`src/rtl/multicycle_control.sv`:
```
// -----------------------------------------------------------------------------
// multicycle_control
//   Control FSM for the classic multi-cycle MIPS datapath (shared ALU, one
//   unified memory, IR/MDR/A/B/ALUOut registers). Decodes R-type, addi, andi,
//   lw, sw, beq, bne and j, and drives the per-state mux selects and write
//   enables. Memory phases can stretch with wait states via mem_ready.
//
// Parameters
//   MEM_HANDSHAKE  1: FETCH/MEM_READ/MEM_WRITE wait for mem_ready
//                  0: mem_ready is ignored and treated as always 1
//
// Ports
//   clk, reset           rising-edge clock, synchronous active-high reset
//   opcode[5:0]          IR[31:26], only looked at in DECODE
//   mem_ready            memory read data valid / write accepted this cycle
//   PCWrite/PCWriteCond  unconditional / conditional (Zero ^ Bne) PC load
//   Bne                  branch sense for PCWriteCond
//   IorD                 memory address select (0 = PC, 1 = ALUOut)
//   MemRead/MemWrite     memory strobes, held until mem_ready
//   IRWrite              instruction register load
//   MemtoReg, RegDst     write-back data / destination selects
//   RegWrite             register-file write enable
//   ALUSrcA, ALUSrcB     ALU operand selects
//   ALUOp                00 add, 01 sub, 10 funct, 11 and
//   PCSource             00 ALU, 01 ALUOut, 10 jump target
//   instr_done           pulse on the last cycle of every instruction
//   illegal_op           pulse in DECODE for an unsupported opcode
//   state[3:0]           current state encoding, for debug
// -----------------------------------------------------------------------------
module multicycle_control #(
    parameter bit MEM_HANDSHAKE = 1'b1
) (
    input  logic       clk,
    input  logic       reset,
    input  logic [5:0] opcode,
    input  logic       mem_ready,
    output logic       PCWrite,
    output logic       PCWriteCond,
    output logic       Bne,
    output logic       IorD,
    output logic       MemRead,
    output logic       MemWrite,
    output logic       IRWrite,
    output logic       MemtoReg,
    output logic       RegDst,
    output logic       RegWrite,
    output logic       ALUSrcA,
    output logic [1:0] ALUSrcB,
    output logic [1:0] ALUOp,
    output logic [1:0] PCSource,
    output logic       instr_done,
    output logic       illegal_op,
    output logic [3:0] state
);

    typedef enum logic [3:0] {
        S_FETCH     = 4'd0,
        S_DECODE    = 4'd1,
        S_MEM_ADDR  = 4'd2,
        S_MEM_READ  = 4'd3,
        S_MEM_WB    = 4'd4,
        S_MEM_WRITE = 4'd5,
        S_R_EXEC    = 4'd6,
        S_R_WB      = 4'd7,
        S_I_EXEC    = 4'd8,
        S_I_WB      = 4'd9,
        S_BRANCH    = 4'd10,
        S_JUMP      = 4'd11
    } state_t;

    localparam logic [5:0] OP_RTYPE = 6'h00;
    localparam logic [5:0] OP_J     = 6'h02;
    localparam logic [5:0] OP_BEQ   = 6'h04;
    localparam logic [5:0] OP_BNE   = 6'h05;
    localparam logic [5:0] OP_ADDI  = 6'h08;
    localparam logic [5:0] OP_ANDI  = 6'h0C;
    localparam logic [5:0] OP_LW    = 6'h23;
    localparam logic [5:0] OP_SW    = 6'h2B;

    state_t     state_q, state_d;
    logic [5:0] op_q, op_d;
    logic       ready;

    // With the handshake disabled every memory phase completes in one cycle.
    assign ready = MEM_HANDSHAKE ? mem_ready : 1'b1;

    // Next-state logic. DECODE branches on the live opcode and captures it;
    // every later state steers from op_q so the IR may change underneath.
    always_comb begin
        state_d = state_q;
        op_d    = op_q;
        case (state_q)
            S_FETCH: begin
                if (ready) state_d = S_DECODE;
            end
            S_DECODE: begin
                op_d = opcode;
                case (opcode)
                    OP_LW, OP_SW:     state_d = S_MEM_ADDR;
                    OP_RTYPE:         state_d = S_R_EXEC;
                    OP_ADDI, OP_ANDI: state_d = S_I_EXEC;
                    OP_BEQ, OP_BNE:   state_d = S_BRANCH;
                    OP_J:             state_d = S_JUMP;
                    default:          state_d = S_FETCH;
                endcase
            end
            S_MEM_ADDR:  state_d = (op_q == OP_LW) ? S_MEM_READ : S_MEM_WRITE;
            S_MEM_READ:  if (ready) state_d = S_MEM_WB;
            S_MEM_WB:    state_d = S_FETCH;
            S_MEM_WRITE: if (ready) state_d = S_FETCH;
            S_R_EXEC:    state_d = S_R_WB;
            S_R_WB:      state_d = S_FETCH;
            S_I_EXEC:    state_d = S_I_WB;
            S_I_WB:      state_d = S_FETCH;
            S_BRANCH:    state_d = S_FETCH;
            S_JUMP:      state_d = S_FETCH;
            default:     state_d = S_FETCH;
        endcase
    end

    // State and latched opcode registers.
    always_ff @(posedge clk) begin
        if (reset) begin
            state_q <= S_FETCH;
            op_q    <= '0;
        end else begin
            state_q <= state_d;
            op_q    <= op_d;
        end
    end

    // Output decode. Mostly Moore; IRWrite/PCWrite in FETCH and instr_done in
    // MEM_WRITE depend on mem_ready. Reset overrides everything so no write
    // enable can leak while the FSM is being pulled back to FETCH.
    always_comb begin
        PCWrite     = 1'b0;
        PCWriteCond = 1'b0;
        Bne         = 1'b0;
        IorD        = 1'b0;
        MemRead     = 1'b0;
        MemWrite    = 1'b0;
        IRWrite     = 1'b0;
        MemtoReg    = 1'b0;
        RegDst      = 1'b0;
        RegWrite    = 1'b0;
        ALUSrcA     = 1'b0;
        ALUSrcB     = 2'b00;
        ALUOp       = 2'b00;
        PCSource    = 2'b00;
        instr_done  = 1'b0;
        illegal_op  = 1'b0;
        state       = state_q;
        case (state_q)
            S_FETCH: begin
                MemRead = 1'b1;
                ALUSrcB = 2'b01;
                IRWrite = ready;
                PCWrite = ready;
            end
            S_DECODE: begin
                ALUSrcB = 2'b11;
                case (opcode)
                    OP_LW, OP_SW, OP_RTYPE, OP_ADDI, OP_ANDI,
                    OP_BEQ, OP_BNE, OP_J: begin
                        illegal_op = 1'b0;
                    end
                    default: begin
                        illegal_op = 1'b1;
                        instr_done = 1'b1;
                    end
                endcase
            end
            S_MEM_ADDR: begin
                ALUSrcA = 1'b1;
                ALUSrcB = 2'b10;
            end
            S_MEM_READ: begin
                MemRead = 1'b1;
                IorD    = 1'b1;
            end
            S_MEM_WB: begin
                MemtoReg   = 1'b1;
                RegWrite   = 1'b1;
                instr_done = 1'b1;
            end
            S_MEM_WRITE: begin
                MemWrite   = 1'b1;
                IorD       = 1'b1;
                instr_done = ready;
            end
            S_R_EXEC: begin
                ALUSrcA = 1'b1;
                ALUOp   = 2'b10;
            end
            S_R_WB: begin
                RegDst     = 1'b1;
                RegWrite   = 1'b1;
                instr_done = 1'b1;
            end
            S_I_EXEC: begin
                ALUSrcA = 1'b1;
                ALUSrcB = 2'b10;
                ALUOp   = (op_q == OP_ANDI) ? 2'b11 : 2'b00;
            end
            S_I_WB: begin
                RegWrite   = 1'b1;
                instr_done = 1'b1;
            end
            S_BRANCH: begin
                ALUSrcA     = 1'b1;
                ALUOp       = 2'b01;
                PCWriteCond = 1'b1;
                PCSource    = 2'b01;
                Bne         = (op_q == OP_BNE);
                instr_done  = 1'b1;
            end
            S_JUMP: begin
                PCWrite    = 1'b1;
                PCSource   = 2'b10;
                instr_done = 1'b1;
            end
            default: begin
                state = 4'd0;
            end
        endcase

        if (reset) begin
            PCWrite     = 1'b0;
            PCWriteCond = 1'b0;
            Bne         = 1'b0;
            IorD        = 1'b0;
            MemRead     = 1'b0;
            MemWrite    = 1'b0;
            IRWrite     = 1'b0;
            MemtoReg    = 1'b0;
            RegDst      = 1'b0;
            RegWrite    = 1'b0;
            ALUSrcA     = 1'b0;
            ALUSrcB     = 2'b00;
            ALUOp       = 2'b00;
            PCSource    = 2'b00;
            instr_done  = 1'b0;
            illegal_op  = 1'b0;
            state       = 4'd0;
        end
    end

endmodule

```
`config.mk`:
```
export PLATFORM = sky130hd
export DESIGN_NAME = multicycle_control
export DESIGN_NICKNAME = d
export VERILOG_FILES = /design/src/rtl/multicycle_control.sv
export SDC_FILE = /design/constraint.sdc
export NUM_CORES = 1
export LEC_CHECK = 0
export ABC_AREA = 1
export BUFFER_PORTS_ARGS = -buffer_cell sky130_fd_sc_hd__buf_2
export CORE_MARGIN = 3
export CORE_UTILIZATION = 52
export CTS_BUF_LIST = sky130_fd_sc_hd__clkbuf_16
export DETAILED_ROUTE_END_ITERATION = 16
export PLACE_DENSITY = 0.83
export SLEW_MARGIN = 20
export SYNTH_ARGS = -nofsm -noshare
export SYNTH_HDL_FRONTEND = slang
export SYNTH_SLANG_ARGS = --single-unit
```
`constraint.sdc`:
```
create_clock -name clk -period 3.7 [get_ports clk]
set_clock_uncertainty 0.05 [all_clocks]
set_input_delay 0.555 -clock clk [delete_from_list [all_inputs] [get_ports clk]]
set_output_delay 0.555 -clock clk [all_outputs]
set_load 0.02 [all_outputs]
```
==> metrics <==
Worst Path Required=between 3 and 4 ns; routability cong.=0.853; Residual DRC=0; max cap viols=0; clk buf depth=2; nets=198; Die Height=46.9 microns; Crit Path Max Fanout=12; final setup vio count=0; Post-CTS Setup Bufs=0; starting density of the core=56.5%; worst slew pin tran=0.466 ns; crit path DAT=between 1.5 and 2 ns; post-place setup slack=1.56 ns; pin count of the biggest net entering global routing=20; Tcrit/Tclk final=63.8%; Max Fclk=~0.42 GHz; post-DP HPWL=between 1.5 and 2 mm; kind of end point of the critical path=output pin; Fillers=141; Post-Syn Area per Cell=5.51 sq um; RSZ-0062 raised after global routing=false; GRT Util Overall=23.0%; clk root buf=clkbuf_16; Slew headroom=between 60% and 70%; via count=1107; max-slew violation count=0; Synth Register Bits=10; H-tree depth=1; Metal-1 WL=1.07 mm; Final Core Density=71.0%; status=completed; Die Wd=about 47 microns; DR WL met2=1.08 mm; Synth cell types=23; Clock Sinks=10; Critical R2R Capture=op_q[5]$_SDFFE_PP0P_; share of layout cells above drive strength 1=~25%; Tot Pwr=0.453 mW; Critical Path Start Type=flop; first-pass GRT wire length=3.62 mm; reg-to-reg startpoint=state_q[0]$_SDFFE_PP0P_; Detailed Routing Iterations Pass 1=4; Total Neg Setup Slack=0 ns; Cells after Synth=158; fin crit period=2.36 ns; IO Port Bufs=31; # rows=14; Post-Route WL=2.40 mm; Seq/Total Area, Yosys=between 20% and 30%; ant diodes=0; WL per Instance=approximately 12 microns; Worst-Skew Late Latency=0.24 ns; # hold bufs at CTS=0; Mapped Nets=between 150 and 200; worst hold slack=0.459 ns; Syn Std Cell Area=871 sq um; die area=2200 sq um; gr ovfl total=0; initial antenna violation count=0; uppermost layer routed=met4; R2R depth=5; WL met3=about 210 microns; cell leakage power=0.635 nW; clock edge transition at the registers on the reported setup and hold paths=around 0.040 ns; final antenna-violating net count=0; P&R area growth vs syn=25.7%; PwrDens=414 nW/um^2; # IOs=32; Synthesis Warnings=0; vias per inst=5.43; CTS Buf Count=3; Min-Delay Path Class=reg2reg; CP endpoint=instr_done; DR iter-0 viols=between 60 and 70; core area=1540 sq um; maximum vdd drop=0.292 mV; reg2reg setup slack=2.05 ns; CTS tree=built; post-route setup slack=1.34 ns; Final Hold Viols=0; post_cts resized=0; vias in the first global route=839; crit path from=state_q[0]$_SDFFE_PP0P_; Setup CP Type=reg2out
sequential cells by signal, indices dropped and copies added (netlist names):
signal   count
op_q         6
state_q      4
report_power, final:
part / internal (mW) / switching (mW)
logic: 0.0381 / 0.0866
registers: 0.123 / 0.0146
clock network: 0.141 / 0.0492
metrics by stage:
stage	cell area (sq um)	instances
2_1_floorplan	871	158
3_3_place_gp	1020	200
3_5_place_dp	1020	200
4_1_cts	1090	204
5_1_grt	1090	204
6_report	1090	204
cell usage after synthesis (all sizes together):
master / n / area share, %
o31ai: 1 / 0.86
nor3: 3 / 1.7
nand3: 16 / 9.2
nor4: 1 / 1.4
o22ai: 2 / 1.4
o21a: 1 / 0.86
a21oi: 11 / 6.3
clkbuf: 3 / 1.3
o211ai: 1 / 0.86
inv: 23 / 9.9
nand2: 34 / 15
buf: 2 / 2.2
dfxtp: 10 / 23
nand4: 1 / 0.72
clkinv: 1 / 0.43
o21ai: 9 / 5.2
nor2: 39 / 19
worst min-delay path by stage:
stage | startpoint | endpoint | slack, ns | cells after the start
finish | op_q[5]$_SDFFE_PP0P_ | op_q[5]$_SDFFE_PP0P_ | 0.46 | 2
global route | op_q[5]$_SDFFE_PP0P_ | op_q[5]$_SDFFE_PP0P_ | 0.49 | 2
CTS | op_q[5]$_SDFFE_PP0P_ | op_q[5]$_SDFFE_PP0P_ | 0.47 | 2
detailed placement | op_q[5]$_SDFFE_PP0P_ | op_q[5]$_SDFFE_PP0P_ | 0.44 | 2
global placement | op_q[5]$_SDFFE_PP0P_ | op_q[5]$_SDFFE_PP0P_ | 0.41 | 2
floorplan | op_q[5]$_SDFFE_PP0P_ | op_q[5]$_SDFFE_PP0P_ | 0.39 | 2
per-layer routing:
metal  up-vias  global-route usage [%]
met4         0                    7.73
met1       470                    31.3
met5         -                       0
met3         9                    4.98
met2        61                    36.0
li1        567                       -
cells by family (layout without fill, tap and decap cells):
kind of cell           after synthesis  count (layout)  synth area share, %
and+or+nand+nor                     94              94                 47.7
AOI/OAI and AO/OA                   25              25                 15.5
DFF                                 10              10                 23.0
buffers and inverters               29              59                 13.8
cells in the final DEF, fill, tap and decap left out, types with 2 or more instances in the layout:
master     instances
nor3_1             3
nor2_2             3
nand2_2            2
dfxtp_1           10
nand2_1           32
inv_1             18
nand3_1           16
nor2_1            34
a21oi_1           11
inv_2              5
nor2_4             2
clkinv_1           2
buf_2             31
clkbuf_16          3
o21ai_1            5
o21ai_0            4
o22ai_1            2
worst max-delay path, cell delays in order, from the launching register on:
cell     delay (ns)
dfxtp_1        0.45
nand2_1        0.13
nor2_2         0.40
nand3_1        0.17
o22ai_1        0.18
buf_2          0.18
area by class of cell:
cell class / count / area (sq um) / area share, %
multi-input combinational: 119 / 551 / 50.3
sequential: 10 / 200 / 18.3
timing repair buffer: 31 / 155 / 14.2
inverter: 24 / 90.1 / 8.23
clock buffer: 3 / 75.1 / 6.86
tap: 16 / 20.0 / 1.83
clock inverter: 1 / 3.75 / 0.343
Power figures use the tool's default switching activity.
